`src/rtl/ysyx_23060020_lsu.sv`:
```
// Multi-cycle load/store unit: registers a core memory operation, issues it on a
// split request/response bus, and returns sized, extended load data or an error.
module ysyx_23060020_lsu #(
  parameter int DATA_W = 32,
  parameter int ADDR_W = 32
) (
  input  logic                  clk,
  input  logic                  rst,
  input  logic                  req_valid,
  output logic                  req_ready,
  input  logic                  req_wen,
  input  logic [1:0]            req_size,
  input  logic                  req_unsigned,
  input  logic [ADDR_W-1:0]     req_addr,
  input  logic [DATA_W-1:0]     req_wdata,
  output logic                  resp_valid,
  output logic [DATA_W-1:0]     resp_rdata,
  output logic                  resp_err,
  output logic                  mem_req_valid,
  input  logic                  mem_req_ready,
  output logic [ADDR_W-1:0]     mem_req_addr,
  output logic                  mem_req_wen,
  output logic [DATA_W-1:0]     mem_req_wdata,
  output logic [DATA_W/8-1:0]   mem_req_wstrb,
  input  logic                  mem_resp_valid,
  input  logic [DATA_W-1:0]     mem_resp_rdata
);

  localparam int OFF_W  = $clog2(DATA_W/8);
  localparam int STRB_W = DATA_W/8;

  typedef enum logic [1:0] {IDLE, REQ, WAIT, RESP} state_t;

  state_t              state_q;
  logic                wen_q;
  logic [1:0]          size_q;
  logic                uns_q;
  logic [OFF_W-1:0]    off_q;
  logic [ADDR_W-1:0]   memAddr_q;
  logic                memWen_q;
  logic [DATA_W-1:0]   memWdata_q;
  logic [STRB_W-1:0]   memStrb_q;
  logic [DATA_W-1:0]   respData_q;
  logic                respErr_q;

  logic [OFF_W-1:0]    reqOff;
  logic                badReq;
  logic [7:0]          strbBase;
  logic [STRB_W-1:0]   reqStrb;
  logic [DATA_W-1:0]   reqWdata;
  logic [ADDR_W-1:0]   reqAddrAligned;
  logic [DATA_W-1:0]   shifted;
  logic [DATA_W-1:0]   mask;
  logic                signBit;
  logic [DATA_W-1:0]   loadData;

  assign reqOff         = req_addr[OFF_W-1:0];
  assign reqWdata       = req_wdata << {reqOff, 3'b000};
  assign reqAddrAligned = req_addr & ~ADDR_W'(STRB_W - 1);
  assign reqStrb        = req_wen ? STRB_W'(strbBase << reqOff) : '0;

  // Size decode for the incoming request: alignment/legality and strobe pattern.
  always_comb begin
    badReq   = 1'b0;
    strbBase = 8'h01;
    case (req_size)
      2'd0: strbBase = 8'h01;
      2'd1: begin
        strbBase = 8'h03;
        badReq   = req_addr[0];
      end
      2'd2: begin
        strbBase = 8'h0F;
        badReq   = |req_addr[1:0];
      end
      default: begin
        strbBase = 8'hFF;
        badReq   = (DATA_W == 32) || (|req_addr[2:0]);
      end
    endcase
  end

  // Load lane extraction: right-align the addressed bytes, then extend.
  always_comb begin
    shifted = mem_resp_rdata >> {off_q, 3'b000};
    mask    = '1;
    signBit = 1'b0;
    case (size_q)
      2'd0: begin
        mask    = DATA_W'(64'hFF);
        signBit = shifted[7];
      end
      2'd1: begin
        mask    = DATA_W'(64'hFFFF);
        signBit = shifted[15];
      end
      2'd2: begin
        mask    = DATA_W'(64'hFFFF_FFFF);
        signBit = shifted[31];
      end
      default: begin
        mask    = '1;
        signBit = 1'b0;
      end
    endcase
    loadData = (shifted & mask) | ((signBit && !uns_q) ? ~mask : '0);
  end

  always_ff @(posedge clk or posedge rst) begin
    if (rst) begin
      state_q    <= IDLE;
      wen_q      <= 1'b0;
      size_q     <= 2'd0;
      uns_q      <= 1'b0;
      off_q      <= '0;
      memAddr_q  <= '0;
      memWen_q   <= 1'b0;
      memWdata_q <= '0;
      memStrb_q  <= '0;
      respData_q <= '0;
      respErr_q  <= 1'b0;
    end else begin
      case (state_q)
        IDLE: begin
          if (req_valid) begin
            wen_q  <= req_wen;
            size_q <= req_size;
            uns_q  <= req_unsigned;
            off_q  <= reqOff;
            if (badReq) begin
              state_q    <= RESP;
              respErr_q  <= 1'b1;
              respData_q <= '0;
            end else begin
              state_q    <= REQ;
              memAddr_q  <= reqAddrAligned;
              memWen_q   <= req_wen;
              memWdata_q <= reqWdata;
              memStrb_q  <= reqStrb;
            end
          end
        end
        REQ: begin
          // Payload is held until the bus takes it, then the bus side goes quiet.
          if (mem_req_ready) begin
            state_q    <= WAIT;
            memAddr_q  <= '0;
            memWen_q   <= 1'b0;
            memWdata_q <= '0;
            memStrb_q  <= '0;
          end
        end
        WAIT: begin
          if (mem_resp_valid) begin
            state_q    <= RESP;
            respData_q <= wen_q ? '0 : loadData;
            respErr_q  <= 1'b0;
          end
        end
        RESP: begin
          state_q    <= IDLE;
          respData_q <= '0;
          respErr_q  <= 1'b0;
        end
        default: state_q <= IDLE;
      endcase
    end
  end

  assign req_ready     = (state_q == IDLE) && !rst;
  assign mem_req_valid = (state_q == REQ);
  assign resp_valid    = (state_q == RESP);
  assign resp_rdata    = respData_q;
  assign resp_err      = respErr_q;
  assign mem_req_addr  = memAddr_q;
  assign mem_req_wen   = memWen_q;
  assign mem_req_wdata = memWdata_q;
  assign mem_req_wstrb = memStrb_q;

endmodule

```
`config.mk`:
```
export PLATFORM = sky130hd
export DESIGN_NAME = ysyx_23060020_lsu
export DESIGN_NICKNAME = d
export VERILOG_FILES = /design/src/rtl/ysyx_23060020_lsu.sv
export SDC_FILE = /design/constraint.sdc
export NUM_CORES = 1
export LEC_CHECK = 0
export ABC_AREA = 1
export CORE_UTILIZATION = 42
export CTS_BUF_LIST = sky130_fd_sc_hd__clkbuf_4 sky130_fd_sc_hd__clkbuf_8
export CTS_CLUSTER_SIZE = 8
export DETAILED_ROUTE_END_ITERATION = 12
export HOLD_SLACK_MARGIN = 0.15
export PLACE_DENSITY = 0.77
export SLEW_MARGIN = 10
export SYNTH_ARGS = -nofsm -noshare
export SYNTH_HDL_FRONTEND = slang
export SYNTH_SLANG_ARGS = --single-unit
```
`constraint.sdc`:
```
create_clock -name clk -period 5.26 [get_ports clk]
set_input_delay 1.315 -clock clk [delete_from_list [all_inputs] [get_ports clk]]
set_output_delay 1.315 -clock clk [all_outputs]
set_load 0.02 [all_outputs]
```
==> flow_summary.ini, run 1 <==
[placed_design]
dp_hpwl_um = 11900
io_buffers = 207
place_congestion = 0.896
dp.cells = 1045

[critical_path]
slowest_delay_ns = 0.60
path_class = input pin to output pin
cpMostUsedCell = clkdlybuf4s50_1
critPathRequiredTime_ns = 3.94
critPathMaxFanout = 2
critPathSlowestCell = clkdlybuf4s50_1
end_kind = output pin
setup.worst_path.start_class = input pin
path_delay_family = buffers and inverters
crit_chain = clkdlybuf4s50_1, nor2_1, clkdlybuf4s50_1
crit_arrival_ns = 2.50
path_buf_inv = 2

[synth]
synth-edff-count = 0
yosysWarnings = 0
syn_area_um2 = 5510
synth_area_per_cell_um2 = 7.76
async_reset_ff_frac = 1.00
yosysTopAreaCell = dfrtp_1
synth_top_area_frac = 0.491
yosysSeqAreaShare = 0.491
yosysUniqueCellTypes = 29
synth_cells = 709
synth_ff_type = dfrtp_1
synth.area.top_cells = dfrtp_1, nand2_1, nand3_1, o21ai_0, mux2i_1
yosys_register_bits = 108

[power_and_ir_drop]
power_density_nw_per_um2 = 566
vdd_drop_max_mv = 0.300
intPower_mw = 2.42
switching_power_mw = 2.00
p_comb_frac = 0.547
seqPwrFrac = 0.326
p_sw_frac = 0.452
leakagePower_nw = 3.74
power.share.clock = 0.127

[detailed_routing]
drc = 0
via_per_inst = 5.15
drt_iter0_drc = 491
dr_wl_met2_um = 7450
antenna_left = 0
drt-total-wl_um = 16600
vias = 5459
routedWlPerCell_um = 15.6
routed.top_layer = met4
dr.pass1.iters = 5
met1Wirelength_um = 7200
wl_met3_um = 1570

[layout]
insertedDiodeCount = 0
final_nets = 994
drive_gt1_frac = 0.0383
layout.cells.non_filler = 1060
mostFrequentLayoutCell = nand2_1
nFillCells = 1149
final_cell_mix = nand2_1, clkdlybuf4s50_1, dfrtp_1
final_util = 0.613
area_growth_syn_to_layout_pct = 41.7

[die]
core-area_um2 = 12700
dieArea_um2 = 13600
start_util = 0.433
dieHeight_um = 116
dieWidth_um = 116
num_rows = 41
ios = 210

[timing]
fin_crit_ns = 3.82
setup_viol = 0
period_share = 0.726
fmax_ghz = 0.262
setup-tns-final_ns = 0
rsz0062_at_grt = no
clock_skew_ns = 0.0134
timing.final.hold_violations = 0
tightest_slew_ns = 1.09
relSlewSlack = 0.273
slew_viol_final = 0

[global_route]
grt_max_degree = 44
grt_pass1_wl_um = 26600
antenna_found_initial = 0
grt_pass1_vias = 5162
grt-ovfl-total = 0
grtUsageTotal = 0.256

[clocking]
cts_made_buffers = 9
clock-sinks = 108
cts_max_level = 3
root_buffer = clkbuf_8
post_cts_resized = 0
clk_path_buf_depth = 2
clkLatencyLatePin_ns = 0.38
clkSlewWorstSetupHoldPaths_ns = 0.09
cts_tree = done
post_cts_buffers = 0
hold_buffers = 0

[hold_path]
min_path_type = register to register

[flow_run]
drv_cap = 0

[status]
status = finished clean
final timing paths:
kind,endpoint,slack [ns],depth (start not counted),from
setup reg to reg,mem_req_wdata[0]$_DFFE_PP0P_,2.41,6,state_q[1]$_DFFE_PP0P_
max in group asynchronous,mem_req_wdata[7]$_DFFE_PP0P_,2.99,3,rst
min in group asynchronous,state_q[1]$_DFFE_PP0P_,1.37,2,rst
hold reg to reg,mem_req_wdata[9]$_DFFE_PP0P_,0.48,2,mem_req_wdata[9]$_DFFE_PP0P_
hold / removal,mem_req_wdata[9]$_DFFE_PP0P_,0.48,2,mem_req_wdata[9]$_DFFE_PP0P_
setup / recovery,req_ready,1.44,3,rst
cell type report:
type,count,area (µm²),area share
timing repair buffer,214,2120,0.272
sequential,108,2700,0.346
multi-input combinational,524,2440,0.313
clock inverter,4,75.1,0.00962
tap,172,215,0.0276
inverter,27,104,0.0133
clock buffer,11,139,0.0178
worst min-delay path, stage by stage, from the launching register on:
cell	delay, ns
dfrtp_1	0.35
nand2_1	0.05
nand2_1	0.04
cells by family after synthesis:
family                   synth area share
flip-flops                          0.491
adder cells (fa/ha/maj)            0.0114
multiplexers                       0.0255
AND/OR/NAND/NOR                     0.289
AO/OA/AOI/OAI                       0.113
other                            0.000681
buffers and inverters              0.0689
sequential cells by signal, indices dropped and copies added, names as in the netlist:
register and flops:
resp_err 1, resp_rdata 32, state_q 2, mem_req_wstrb 4, wen_q 1, mem_req_addr 30
size_q 2, off_q 2, uns_q 1, mem_req_wen 1, mem_req_wdata 32
cell usage after synthesis, types with 2 or more instances:
cell type,number
nand2_2,3
buf_6,3
buf_1,3
o31ai_1,2
mux2i_1,14
inv_2,2
nor3_1,2
clkbuf_1,18
nand3_1,71
nor2_1,29
buf_2,15
nand2_1,284
o21bai_1,7
o21ai_0,65
ha_1,5
inv_1,25
dfrtp_1,108
a21oi_1,9
nor2_2,2
buf_4,12
o22ai_1,16
a22oi_1,7
metal layers:
| layer | track usage | up-vias |
|---|---|---|
| li1 | - | 2638 |
| met1 | 0.338 | 2557 |
| met2 | 0.400 | 243 |
| met3 | 0.0685 | 21 |
| met4 | 0.103 | 0 |
| met5 | 0 | - |
power by group through the flow:
stage | Sequential [mW] | Clock, mW | Combinational [mW]
floorplan | 1.72 | 0 | 1.18
global placement | 1.45 | 0 | 2.41
detailed placement | 1.44 | 0 | 2.43
CTS | 1.44 | 0.574 | 2.43
global route | 1.48 | 0.606 | 2.67
finish | 1.44 | 0.561 | 2.42
stage by stage:
stage               instance area, µm²  hold WS, ns  power [mW]  setup WS [ns]
floorplan                         5510        0.454        2.90           1.10
global placement                  7590        0.455        3.85           1.45
detailed placement                7590        0.457        3.87           1.43
CTS                               7800        0.480        4.45           1.43
global route                      7800        0.502        4.76           1.41
finish                            7800        0.477        4.42           1.44
No activity file was read; power rests on OpenSTA's default activity.
==> inputs of run 2 (changes only) <==
- CORE_UTILIZATION: 42 -> 41
- PLACE_DENSITY: 0.77 -> 0.78
- clock period: 5.26 -> 3.29 ns (I/O delays scaled with it)
==> flow_summary.ini, run 2 (synthesis results as in run 1) <==
[clocking]
hold_buffers = 0
cts_tree = done
root_buffer = clkbuf_8
clkLatencyLatePin_ns = 0.38
clock-sinks = 108
post_cts_buffers = 0
clkSlewWorstSetupHoldPaths_ns = 0.09
post_cts_resized = 0
clk_path_buf_depth = 2
cts_max_level = 3
cts_made_buffers = 9

[power_and_ir_drop]
vdd_drop_max_mv = 0.496
p_total_mw = 7.14
power_density_nw_per_um2 = 907
leakagePower_nw = 3.78

[die]
dieArea_um2 = 13900
dieWidth_um = 118
ios = 210
num_rows = 41
core-area_um2 = 12900
start_util = 0.428
dieHeight_um = 118

[placed_design]
dp_hpwl_um = 12100
place_congestion = 0.886
dp.cells = 1050
pre_cts_ws_ns = 0.357
io_buffers = 207
place_area_um2 = 7650

[critical_path]
cpMostUsedCell = clkdlybuf4s50_1
crit_arrival_ns = 2.13
end_kind = output pin
slowest_delay_ns = 0.64
crit_chain = clkdlybuf4s50_1, nor2_1, clkdlybuf4s50_1
path_delay_family = buffers and inverters
critPathRequiredTime_ns = 2.47
critPathMaxFanout = 2
path_class = input pin to output pin
path_buf_inv = 2
setup.worst_path.start_class = input pin
critPathSlowestCell = clkdlybuf4s50_1

[timing]
fin_ws_ns = 0.336
timing.final.hold_violations = 0
rsz0062_at_grt = no
period_share = 0.898
fmax_ghz = 0.338
fin_hold_ws_ns = 0.477
clock_skew_ns = 0.0101
relSlewSlack = 0.405
setup-tns-final_ns = 0
fin_crit_ns = 2.95
slew_viol_final = 0
tightest_slew_ns = 0.889
setup_viol = 0

[detailed_routing]
via_per_inst = 5.10
drt_iter0_drc = 495
vias = 5433
drt-total-wl_um = 16700
routedWlPerCell_um = 15.7
dr.pass1.iters = 6
antenna_left = 0
drc = 0

[layout]
mostFrequentLayoutCell = nand2_1
layout.cells.non_filler = 1066
final_util = 0.612
postLayoutCellArea_um2 = 7880
final_nets = 999
drive_gt1_frac = 0.0447
area_growth_syn_to_layout_pct = 43.1
insertedDiodeCount = 0
final_cell_mix = nand2_1, clkdlybuf4s50_1, dfrtp_1

[status]
status = finished clean

[hold_path]
min_path_type = register to register

[global_route]
grt-ovfl-total = 0
grtUsageTotal = 0.246
grt_pass1_wl_um = 27200
grt_max_degree = 46
antenna_found_initial = 0
grt_pass1_vias = 5298

[flow_run]
drv_cap = 0
## run 2: final timing paths
path / start / cells after the start / to / slack [ns]
worst max register to register: state_q[1]$_DFFE_PP0P_ / 6 / mem_req_wdata[2]$_DFFE_PP0P_ / 0.73
max in group asynchronous: rst / 3 / mem_req_addr[3]$_DFFE_PP0P_ / 1.64
worst max-delay path: rst / 3 / req_ready / 0.34
worst min-delay path: mem_req_wdata[8]$_DFFE_PP0P_ / 2 / mem_req_wdata[8]$_DFFE_PP0P_ / 0.48
min in group asynchronous: rst / 2 / state_q[0]$_DFFE_PP0P_ / 0.92
worst min register to register: mem_req_wdata[8]$_DFFE_PP0P_ / 2 / mem_req_wdata[8]$_DFFE_PP0P_ / 0.48
## run 2: routing by layer
metal / GRT usage / share of wire / vias up
met2: 0.385 / 0.46 / 248
met5: 0 / 0 / -
met1: 0.317 / 0.42 / 2511
li1: - / - / 2647
met4: 0.0938 / 0.024 / 0
met3: 0.0785 / 0.099 / 27
## run 2: power breakdown
group	internal [mW]	switching, mW	leakage, nW
combinational	1.61	2.40	2.25
clock	0.466	0.451	0.113
sequential	1.87	0.342	1.41
total	3.95	3.20	3.78
## run 2: area by class of cell
| cell class | instances | area [µm²] |
|---|---|---|
| multi-input combinational | 524 | 2440 |
| tap | 172 | 215 |
| clock inverter | 4 | 72.6 |
| sequential | 108 | 2700 |
| fill | 1135 | 5000 |
| timing repair buffer | 219 | 2190 |
| inverter | 27 | 105 |
| clock buffer | 12 | 153 |
## run 2: worst reg2reg max path: stages (launching register included)
cell and delay, ns:
dfrtp_1 0.40, inv_1 0.12, ha_1 0.36, inv_2 0.33, o21ai_4 0.81, buf_12 0.31, o21ai_0 0.12
